[src/rtl/text_ram_arbiter.sv]
// Single-write-port arbiter for the text character RAM: round-robin keyboard/shell
// writes, plus a scroll engine that copies rows up by one and clears the last row.
module text_ram_arbiter #(
    parameter int COLS = 70,
    parameter int ROWS = 58,
    parameter int AW   = 13
) (
    input  logic          clk,
    input  logic          rst,
    input  logic          kb_req,
    input  logic [AW-1:0] kb_addr,
    input  logic [7:0]    kb_data,
    output logic          kb_gnt,
    input  logic          sh_req,
    input  logic [AW-1:0] sh_addr,
    input  logic [7:0]    sh_data,
    output logic          sh_gnt,
    input  logic          scroll_req,
    output logic          scroll_busy,
    output logic          scroll_done,
    output logic          ram_we,
    output logic [AW-1:0] ram_waddr,
    output logic [7:0]    ram_wdata,
    output logic [AW-1:0] ram_raddr,
    input  logic [7:0]    ram_rdata,
    output logic          addr_err
);
    localparam int CAP_I = COLS * ROWS;
    localparam int N_I   = COLS * (ROWS - 1);
    localparam logic [AW-1:0] CAP_A   = AW'(CAP_I);
    localparam logic [AW-1:0] LAST_A  = AW'(CAP_I - 1);
    localparam logic [AW-1:0] NLAST_A = AW'(N_I - 1);
    localparam logic [AW-1:0] COLS_A  = AW'(COLS);
    localparam logic [AW-1:0] ONE_A   = AW'(1);

    typedef enum logic [1:0] {IDLE, COPY, CLEAR, DONE} state_t;

    state_t        state_q, state_d;
    logic          we_q, we_d;
    logic [AW-1:0] waddr_q, waddr_d;
    logic [7:0]    wdata_q, wdata_d;
    logic [AW-1:0] raddr_q, raddr_d;
    logic          kb_gnt_q, kb_gnt_d;
    logic          sh_gnt_q, sh_gnt_d;
    logic          busy_q, busy_d;
    logic          done_q, done_d;
    logic          err_q, err_d;
    logic          pend_q, pend_d;
    logic          prio_sh_q, prio_sh_d;
    logic          start;
    logic          kb_ok, sh_ok, pick_sh;
    logic [AW-1:0] sel_addr;
    logic [7:0]    sel_data;

    // A requester still high right after its own grant is the same request, not a new one.
    assign kb_ok = kb_req && !kb_gnt_q;
    assign sh_ok = sh_req && !sh_gnt_q;

    always_comb begin
        state_d   = state_q;
        we_d      = 1'b0;
        waddr_d   = waddr_q;
        wdata_d   = '0;
        raddr_d   = raddr_q;
        kb_gnt_d  = 1'b0;
        sh_gnt_d  = 1'b0;
        busy_d    = busy_q;
        done_d    = 1'b0;
        err_d     = 1'b0;
        pend_d    = pend_q;
        prio_sh_d = prio_sh_q;
        start     = 1'b0;
        pick_sh   = 1'b0;
        sel_addr  = kb_addr;
        sel_data  = kb_data;
        case (state_q)
            IDLE: begin
                if (scroll_req) begin
                    start = 1'b1;
                end else if (kb_ok || sh_ok) begin
                    pick_sh = sh_ok && (!kb_ok || prio_sh_q);
                    if (pick_sh) begin
                        sel_addr  = sh_addr;
                        sel_data  = sh_data;
                        sh_gnt_d  = 1'b1;
                        prio_sh_d = 1'b0;
                    end else begin
                        kb_gnt_d  = 1'b1;
                        prio_sh_d = 1'b1;
                    end
                    err_d   = (sel_addr >= CAP_A);
                    we_d    = (sel_addr < CAP_A);
                    waddr_d = sel_addr;
                    wdata_d = sel_data;
                end
            end
            COPY: begin
                if (scroll_req) pend_d = 1'b1;
                // Read runs one cycle ahead of the write; park on the last row once done.
                if (raddr_q < LAST_A) raddr_d = raddr_q + ONE_A;
                we_d    = 1'b1;
                waddr_d = we_q ? waddr_q + ONE_A : '0;
                if (we_q && (waddr_q == NLAST_A)) state_d = CLEAR;
            end
            CLEAR: begin
                if (scroll_req) pend_d = 1'b1;
                if (waddr_q == LAST_A) begin
                    state_d = DONE;
                    busy_d  = 1'b0;
                    done_d  = 1'b1;
                end else begin
                    we_d    = 1'b1;
                    waddr_d = waddr_q + ONE_A;
                end
            end
            DONE: begin
                if (pend_q || scroll_req) begin
                    start  = 1'b1;
                    pend_d = 1'b0;
                end else begin
                    state_d = IDLE;
                end
            end
            default: state_d = IDLE;
        endcase
        if (start) begin
            state_d = COPY;
            busy_d  = 1'b1;
            raddr_d = COLS_A;
            waddr_d = '0;
            we_d    = 1'b0;
        end
    end

    always_ff @(posedge clk) begin
        if (rst) begin
            state_q   <= IDLE;
            we_q      <= 1'b0;
            waddr_q   <= '0;
            wdata_q   <= '0;
            raddr_q   <= '0;
            kb_gnt_q  <= 1'b0;
            sh_gnt_q  <= 1'b0;
            busy_q    <= 1'b0;
            done_q    <= 1'b0;
            err_q     <= 1'b0;
            pend_q    <= 1'b0;
            prio_sh_q <= 1'b1;
        end else begin
            state_q   <= state_d;
            we_q      <= we_d;
            waddr_q   <= waddr_d;
            wdata_q   <= wdata_d;
            raddr_q   <= raddr_d;
            kb_gnt_q  <= kb_gnt_d;
            sh_gnt_q  <= sh_gnt_d;
            busy_q    <= busy_d;
            done_q    <= done_d;
            err_q     <= err_d;
            pend_q    <= pend_d;
            prio_sh_q <= prio_sh_d;
        end
    end

    assign ram_we      = we_q;
    assign ram_waddr   = waddr_q;
    // During COPY the byte read last cycle is written straight through.
    assign ram_wdata   = (state_q == COPY) ? ram_rdata : wdata_q;
    assign ram_raddr   = raddr_q;
    assign kb_gnt      = kb_gnt_q;
    assign sh_gnt      = sh_gnt_q;
    assign scroll_busy = busy_q;
    assign scroll_done = done_q;
    assign addr_err    = err_q;
endmodule

[config.mk]
export PLATFORM = sky130hd
export DESIGN_NAME = text_ram_arbiter
export DESIGN_NICKNAME = d
export VERILOG_FILES = /design/src/rtl/text_ram_arbiter.sv
export SDC_FILE = /design/constraint.sdc
export NUM_CORES = 1
export LEC_CHECK = 0
export ABC_AREA = 1
export CORE_AREA = 2 2 80 82
export CTS_CLUSTER_DIAMETER = 80
export DETAILED_ROUTE_END_ITERATION = 8
export DIE_AREA = 0 0 82 84
export GPL_TIMING_DRIVEN = 1
export PLACE_DENSITY_LB_ADDON = 0.15
export SETUP_SLACK_MARGIN = 0.4
export SLEW_MARGIN = 20
export SYNTH_ARGS = -nofsm -noshare
export SYNTH_HDL_FRONTEND = slang
export SYNTH_SLANG_ARGS = --single-unit
[constraint.sdc]
create_clock -name clk -period 2.15 [get_ports clk]
set_input_delay 0.3225 -clock clk [delete_from_list [all_inputs] [get_ports clk]]
set_output_delay 0.3225 -clock clk [all_outputs]
set_load 0.1 [all_outputs]
==> Word level (Yosys, flattened, before mapping) <==
Index checks and enable logic that the tools add are counted.
{ "totals": {"output_inout_bits": 40, "elab_cells": 105, "inputBits": 55, "ram_bits": 0, "rom_bits": 0, "memories": 0, "latchBits": 0, "ff_bits": 44} }
{ "classes": {"div": 0, "bitwise": 4, "n_lt_le_gt_ge": 3, "n_mul": 0, "shifts": 0, "eq_ne": 16, "reduce_logical": 31, "n_addsub": 2, "mux": 35} }
{ "op_table": {"columns": ["cell", "n"], "rows": [
  ["$mux W13", 8],
  ["$pmux W13 S3", 1],
  ["$add A13 B1 Y13 const B", 2],
  ["$eq A13 B12 Y1 const B", 2],
  ["$lt A13 B12 Y1 const B", 2],
  ["$mux W7", 3],
  ["$mux W8", 2],
  ["$mux W1", 14],
  ["$ne A2 B2 Y1 const B", 7],
  ["$ge A13 B12 Y1 const B", 1],
  ["$reduce_and A4 Y1", 3],
  ["$reduce_bool A2 Y1", 5],
  ["$ne A3 B3 Y1 const B", 3],
  ["$mux W2", 3],
  ["$pmux W2 S3", 1],
  ["$reduce_and A2 Y1", 3],
  ["$reduce_and A3 Y1", 2],
  ["$reduce_bool A3 Y1", 2],
  ["$reduce_or A2 Y1", 3],
  ["$eq A2 B2 Y1 const B", 2],
  ["$logic_and A1 B1 Y1", 4],
  ["$not A1 Y1", 4],
  ["$pmux W1 S2", 2],
  ["$reduce_bool A4 Y1", 1],
  ["7 further kinds", 11]
]} }

==> Logic depth before layout (Yosys ltp) <==
Gate-level depths: netlist of the first run.
{ "depth": {"ltp_word": 13, "ltp_mapped": 11} }

==> Worst setup path after synthesis of the first run <==
Ideal clock, no wire load.
{ "synth_timing": {"path_kind": "reg-to-reg", "from": "register waddr_q[0] (netlist: ram_waddr[0])", "to": "register waddr_q[7] (netlist: ram_waddr[7])", "setup_time_ns": 0.118, "path_slack_ns": -0.321, "path_buffers": 1, "arrival_time_ns": 2.352, "path_stages_with_launch": 12, "required_ns": 2.032, "cell_sequence": "dfxtp_1 > ha_1 > inv_1 > nor2_1 > nand3_1 > nor2_1 > nand4_4 > nand2_4 > inv_2 > buf_6 > o21ai_1 > nor2_1"} }
{ "synth_between": {"elab_chain_cells": 3} }
{ "synth_lines": {"columns": ["element", "line", "rtl"], "rows": [
  ["start, declared", "40", "logic [AW-1:0] waddr_q, waddr_d;"],
  ["start signal, assigned", "152", "waddr_q <= waddr_d;"],
  ["$add A13 B1 Y13 or $eq A13 B12 Y1 (tied branches)", "102, 113, 107", null],
  ["$mux W13, or another cell as far along", "107", "if (waddr_q == LAST_A) begin"],
  ["$pmux W13 S3 or $reduce_and A4 Y1 (tied branches)", null, null]
]} }
Several ways; a longest one is shown, not always the timed one. The select of a mux whose other input is x is not followed.
A chain may end at the register's enable or synchronous reset.

==> Worst setup path in the final report of the first run <==
{ "layout_timing": {"from": "register state_q[1]", "to": "output ram_wdata[5]"} }
{ "layout_between": {"elab_chain_cells": 2} }
{ "layout_lines": {"columns": ["element", "line", "rtl"], "rows": [
  ["start, declared", "38", "state_t state_q, state_d;"],
  ["start signal, assigned", "150", "state_q <= state_d;"],
  ["$eq A2 B1 Y1", "168", "assign ram_wdata = (state_q == COPY) ? ram_rdata : wdata_q;"],
  ["$mux W8", "168", null],
  ["end, declared", "23", "output logic [7:0] ram_wdata,"]
]} }
Every way passes these cells.

==> impl_metrics.ini, run 1 <==
[critical_path]
rrSetupSlack_ns = 0.47
worst_setup_path_start_kind = flip-flop
cp_max_fo = 8
crit_arrival_ns = 1.38
cp.required_ns = 1.83
end_kind = output port
r2r_cells = 9
r2r_start = state_q[0]
timing.rr.end = ram_waddr[7]
worstSetupPathType = reg -> out

[timing]
slew_viol_final = 0
period_minus_slack_ns = 1.70
hold_violations = 0
skew_ns = 0.0136
rsz0062_at_grt = yes
worst_slew_pin_slew_ns = 0.310
fmax_ghz = 0.588
finalCritPeriodShare_pct = 79.2
slew_headroom_pct = 78.7
final-setup-viol-count = 0
finalSetupTns_ns = 0

[logic_synthesis]
netlist_instances = 399
syn_nets = 462
seq_area_frac_synth_pct = 33.6
yosys_register_bits = 44
synthDistinctLibCells = 37
ys.warnings.count = 0
syn_area_per_cell_um2 = 6.57
syn_area_um2 = 2620

[clock_tree]
ctsHoldBuffers = 0
cts_buffers = 5
root_buffer = clkbuf_8
cts_sinks = 44
clock_latency_ns = 0.31
htreeDepth = 2
cts.path.max_buffers = 2
clk_pin_slew_ns = 0.08
cts_tree = yes

[final_layout]
area_delta_synth_final_pct = 54.0
antennaDiodeCount = 0
fin_nets = 566
postLayoutCellArea_um2 = 4040
drive_gt1_share_pct = 26.2
fin_cells = 581

[run]
cap_violations = 0

[power_and_ir_drop]
irDropWorstVdd_mv = 0.621
power_mw = 5.19
powerDensity_nw_per_um2 = 1290
power_leakage_nw = 1.71

[floorplan]
dieArea_um2 = 6890
dieHeight_um = 84
start_util_pct = 43.0
placementRows = 29
die_w_um = 82
ioPinCount = 95
core_um2 = 6100

[grt]
grt_antenna_before_repair = 0
grt_max_degree = 18
track_usage_pct = 22.4
grt_remaining_overflow = 0
grt_pass1_wl_um = 12200
grt_pass1_vias = 2706

[route]
drt-total-wl_um = 7560
antenna_left = 0
route.detailed.drc = 0
firstDrtPassIters = 5
drtIter0Drc = 127
post_drt_via_cell_ratio = 5.10
wl_per_cell_um = 13.0
vias = 2961

[outcome]
status = completed

[hold_path]
min_from = ram_raddr[12]
min_path_type = reg -> reg
holdPathStages = 2
holdPathEnd = ram_raddr[12]

[placed_design]
postPlaceCellArea_um2 = 3750
gp_congestion = 0.918
dp_hpwl_um = 5840
place_inst = 569
numPortBuffers = 94
[layer usage]
layer	wire, um	global-route usage [%]	vias up
met5	0	0	-
met4	102	7.73	0
met3	504	5.84	10
met2	3660	36.1	91
met1	3290	28.4	1336
li1	-	-	1524
[worst max-delay path by stage]
stage                             from      endpoint  slack [ns]  cells after the start
after CTS                   state_q[1]  ram_wdata[6]        0.40                      6
after global routing        state_q[0]  ram_waddr[7]        0.35                      9
after detailed placement        kb_req        ram_we        0.01                      9
after floorplan           ram_waddr[0]  ram_waddr[7]        0.38                     11
after global placement          kb_req        ram_we        0.03                      9
final                       state_q[1]  ram_wdata[5]        0.45                      6
[sequential cells by signal, indices dropped and copies added (netlist names)]
name and cells:
addr_err 1, kb_gnt 1, pend_q 1, prio_sh_q 1, ram_raddr 13, ram_waddr 13
ram_we 1, scroll_busy 1, scroll_done 1, sh_gnt 1, state_q 2, wdata_q 8
[power by group]
part	total [mW]	switching [mW]	internal, mW
clock network	0.666	0.294	0.371
logic	3.24	2.31	0.936
registers	1.29	0.247	1.04
total	5.19	2.85	2.35
[cell type report]
| type | instances | area, um2 |
|---|---|---|
| clock buffer | 8 | 123 |
| tap | 77 | 96.3 |
| multi-input combinational | 295 | 1640 |
| inverter | 52 | 208 |
| fill | 551 | 2060 |
| sequential | 44 | 940 |
| timing repair buffer | 105 | 1030 |
[critical path: stages (launching register included)]
cell and delay [ns]:
dfxtp_4 0.37, inv_4 0.07, ha_4 0.17, buf_6 0.14, nand2_1 0.06, nand2_2 0.08, buf_12 0.17
[cell usage in the layout, fill, tap and decap left out, drive strengths merged, types with 9 or more instances in the layout]
| master | n |
|---|---|
| nand2 | 104 |
| clkdlybuf4s50 | 54 |
| inv | 52 |
| buf | 51 |
| nor2 | 46 |
| dfxtp | 44 |
| o21ai | 39 |
| a21oi | 31 |
| nand3 | 29 |
| nand4 | 9 |
[cell families (layout without fill, tap and decap cells)]
kind of cell,after synthesis,count (layout),synth area share (%)
xor gates and xnor gates,2,2,0.669
muxes,1,1,0.382
AOI/OAI and AO/OA,87,87,18.6
adders and majority gates,8,8,3.82
and+or+nand+nor,197,197,33.4
buffers and inverters,60,165,9.46
DFF,44,44,33.6
[cells in the mapped netlist]
cell type,number,area share [%]
nand2_1,100,14
inv_1,46,6.6
dfxtp_1,44,34
nor2_1,42,6.0
a21oi_1,30,5.7
nand3_1,28,5.3
o21ai_1,26,5.0
o21ai_0,13,2.5
a22o_1,8,2.7
ha_1,8,3.8
nand4_1,8,1.9
inv_2,6,0.86
nor3_1,6,1.1
buf_2,3,0.57
nand2_2,3,0.72
nor2_4,3,1.3
buf_6,2,0.86
clkbuf_1,2,0.29
o21a_1,2,0.57
o22ai_1,2,0.48
a211oi_1,1,0.29
a21boi_1,1,0.29
a21oi_2,1,0.33
a31oi_1,1,0.24
buf_4,1,0.29
mux2i_1,1,0.38
nand2_4,1,0.43
nand3_2,1,0.38
nand3b_1,1,0.29
nand4_4,1,0.81
nor2_2,1,0.24
nor3b_1,1,0.29
o211ai_1,1,0.29
o21bai_1,1,0.29
or2_0,1,0.24
xnor2_1,1,0.33
xor2_1,1,0.33
[repair_timing]
action / 4_1_cts / 5_1_grt
hold endpoints to repair: 0 / 0
pin swaps: 0 / 6
setup buffers: 0 / 4
endpoints found under the setup margin: 33 / 39
resized for setup: 10 / 26
[per-stage QoR]
stage	hold WS (ns)	util [%]	setup slack, ns
finish	0.457	66.2	0.448
global route	0.495	66.2	0.353
floorplan	0.392	-	0.382
CTS	0.456	64.0	0.403
global placement	0.431	61.5	0.0296
detailed placement	0.443	61.5	0.0141
No activity file was read; power rests on OpenSTA's default activity.
==> inputs of run 2 (changes only) <==
CORE_AREA = 2 2 83 85   (was 2 2 80 82)
DIE_AREA = 0 0 85 87   (was 0 0 82 84)
clock period = 1.5 ns   (was 2.15 ns; I/O delays follow)
==> run 2 against run 1 <==
The run now fails in global routing. Synthesized area unchanged. Synthesized cell count unchanged.
==> impl_metrics.ini, run 2 <==
[clock_tree]
root_buffer = clkbuf_8
cts.path.max_buffers = 2
htreeDepth = 2
cts_sinks = 44
cts_buffers = 5
ctsHoldBuffers = 0

[logic_synthesis]
seq_area_frac_synth_pct = 33.6
synth_top_area_share_pct = 33.6
yosysMostFrequentCell = nand2_1
yosysTopAreaCell = dfxtp_1
yosys_register_bits = 44
synth_common_cells = nand2_1 (100), inv_1 (46), dfxtp_1 (44)
netlist_instances = 399
syn_area_um2 = 2620
async_flop_share_pct = 0
syn_nets = 462
synth_top_flop_cell = dfxtp_1
synth_area_leaders = dfxtp_1 (34%), nand2_1 (14%), inv_1 (6.6%)
ys.warnings.count = 0
syn_area_per_cell_um2 = 6.57
synthDistinctLibCells = 37
synth_edf_count = 0

[timing]
endpoint_type = register input
worst_endpoint = state_q[0]$_SDFFE_PP0P_/D

[outcome]
failing_step = global routing
status = stopped before the end
toolErrorMsg = [ERROR DPL-0033] detailed placement checks failed during check placement.

[floorplan]
placementRows = 30
start_util_pct = 39.9
dieHeight_um = 87
ioPinCount = 95
die_w_um = 85

[placed_design]
numPortBuffers = 94
dp_hpwl_um = 7180
gp_congestion = 0.905
place_inst = 620
post-place-ws_ns = -0.390

[grt]
grt_antenna_before_repair = 0
grt_max_degree = 13
-- run 2: kinds of logic after synthesis --
group | count (synthesis) | synth area share, %
buf+inv | 60 | 9.46
simple gates | 197 | 33.4
flops | 44 | 33.6
mux | 1 | 0.382
xor+xnor | 2 | 0.669
compound gates | 87 | 18.6
fa+ha+maj | 8 | 3.82
-- run 2: through the flow --
step	hold WS (ns)	setup TNS (ns)	instance area (um2)
floorplan	0.284	-2.96	3210
global placement	0.450	-8.36	4960
detailed placement	0.456	-9.88	4960
CTS	0.486	-2.98	5830
-- run 2: repair_timing --
item / CTS
endpoints found under the setup margin: 71
cloned: 4
resized for setup: 138
pin swaps: 36
buffers inserted: 31
==> inputs of run 3 (changes only) <==
CORE_AREA = 2 2 84 86   (was 2 2 83 85)
CTS_CLUSTER_DIAMETER = not set   (was 80)
DIE_AREA = 0 0 86 88   (was 0 0 85 87)
SETUP_SLACK_MARGIN = not set   (was 0.4)
clock period = 2 ns   (was 1.5 ns; I/O delays follow)
==> run 3 against run 2 <==
The run now ends clean.
==> impl_metrics.ini, run 3 (synthesized netlist as in run 1, its figures left out) <==
[critical_path]
rrSetupSlack_ns = 0.24
crit_slowest_cell = dfxtp_2
worst_setup_path_start_kind = flip-flop
path_common_cell = nand2_1
critical-path-max-stage-delay_ns = 0.35
worst-path-stages = 6
startpoint = state_q[1]
cp.required_ns = 1.70
r2r_start = ram_waddr[0]
cp_max_fo = 8
crit_arrival_ns = 1.56
end_kind = output port
worstSetupPathType = reg -> out
timing.rr.end = ram_waddr[11]
r2r_cells = 10
endpoint = ram_wdata[1]
crit_buf_inv = 3
worstPathCellList = inv_1, ha_2, buf_4, nand2_1, nand2_1, buf_12
critical-path-top-delay-family = buffers and inverters

[timing]
finalSetupTns_ns = 0
skew_ns = 0.0109
finalCritPeriodShare_pct = 92.9
worst_slew_pin_slew_ns = 0.323
slew_viol_final = 0
period_minus_slack_ns = 1.86
slew_headroom_pct = 77.8
fmax_ghz = 0.538
rsz0062_at_grt = no
final-setup-viol-count = 0
holdWs_ns = 0.453
hold_violations = 0

[clock_tree]
cts.repair.resized = 0
cts_sinks = 44
htreeDepth = 2
cts_tree = yes
clock_latency_ns = 0.30
cts_buffers = 5
post_cts_buffers = 0
root_buffer = clkbuf_8
ctsHoldBuffers = 0
clk_pin_slew_ns = 0.09
cts.path.max_buffers = 2

[route]
route.detailed.drc = 0
post_drt_via_cell_ratio = 4.99
wl_met3_um = 568
firstDrtPassIters = 4
antenna_left = 0
drtIter0Drc = 125
vias = 2948
wirelength_met1_um = 3500
wl_per_cell_um = 12.5
wl_met2_um = 3270
drt-total-wl_um = 7400
top_layer = met4

[final_layout]
antennaDiodeCount = 0
area_delta_synth_final_pct = 47.9
multi_input_area_um2 = 1500
final_common_cell = nand2_1
fin_cells = 591
postLayoutCellArea_um2 = 3880
fillers = 664
fin_nets = 573
seqCellArea_um2 = 915
drive_gt1_share_pct = 20.7
layout_common_cells = nand2_1 (99), clkdlybuf4s50_1 (54), buf_4 (49)

[grt]
grt_max_degree = 15
grt_pass1_vias = 2721
track_usage_pct = 19.7
grt_pass1_wl_um = 12200
grt_antenna_before_repair = 0
grt_remaining_overflow = 0

[floorplan]
ioPinCount = 95
placementRows = 30
die_w_um = 86
start_util_pct = 39.4
dieHeight_um = 88
dieArea_um2 = 7570
core_um2 = 6640

[run]
cap_violations = 0

[hold_path]
min_path_type = reg -> reg
min_from = ram_raddr[12]

[power_and_ir_drop]
powerDensity_nw_per_um2 = 1350
power_leakage_nw = 1.71
irDropWorstVdd_mv = 0.655

[placed_design]
gp_congestion = 0.899
numPortBuffers = 94
place_inst = 583
postPlaceCellArea_um2 = 3790
dp_hpwl_um = 5900

[outcome]
status = completed
## run 3: power breakdown
part           leakage (nW)  internal, mW  switching (mW)
Sequential            0.370          1.10           0.238
Clock                0.0422         0.246           0.313
Combinational          1.30         0.982            2.37
## run 3: how the worst min path moves through the flow
stage / endpoint / cells after the start
after floorplan: scroll_busy / 1
after CTS: ram_raddr[12] / 2
after detailed placement: ram_raddr[12] / 2
after global placement: ram_raddr[12] / 2
after global routing: ram_raddr[12] / 2
final: ram_raddr[12] / 2
## run 3: stage by stage
stage	util, %	power, mW	setup WS [ns]
floorplan	-	3.71	0.00367
global placement	57.0	4.67	0.143
detailed placement	57.0	4.69	0.0918
CTS	58.2	5.26	0.0141
global route	58.3	5.54	0.0482
finish	58.3	5.25	0.142
## run 3: metal layers
layer  global-route usage [%]  vias to the layer above
met2                     31.4                       93
met1                     27.0                     1319
li1                         -                     1531
met5                        0                        -
met4                     4.33                        0
met3                     5.00                        5
## run 3: area by class of cell
cell class | count | share of cell area (%)
Multi-Input combinational cell | 295 | 38.6
Timing Repair Buffer | 112 | 28.1
Sequential cell | 44 | 23.6
Inverter | 52 | 5.04
Tap cell | 80 | 2.58
Clock buffer | 7 | 1.97
Clock inverter | 1 | 0.129
## run 3: tightest hold or removal path, stage by stage (launching register included)
cell	delay [ns]
dfxtp_1	0.33
inv_1	0.05
nor2_1	0.03
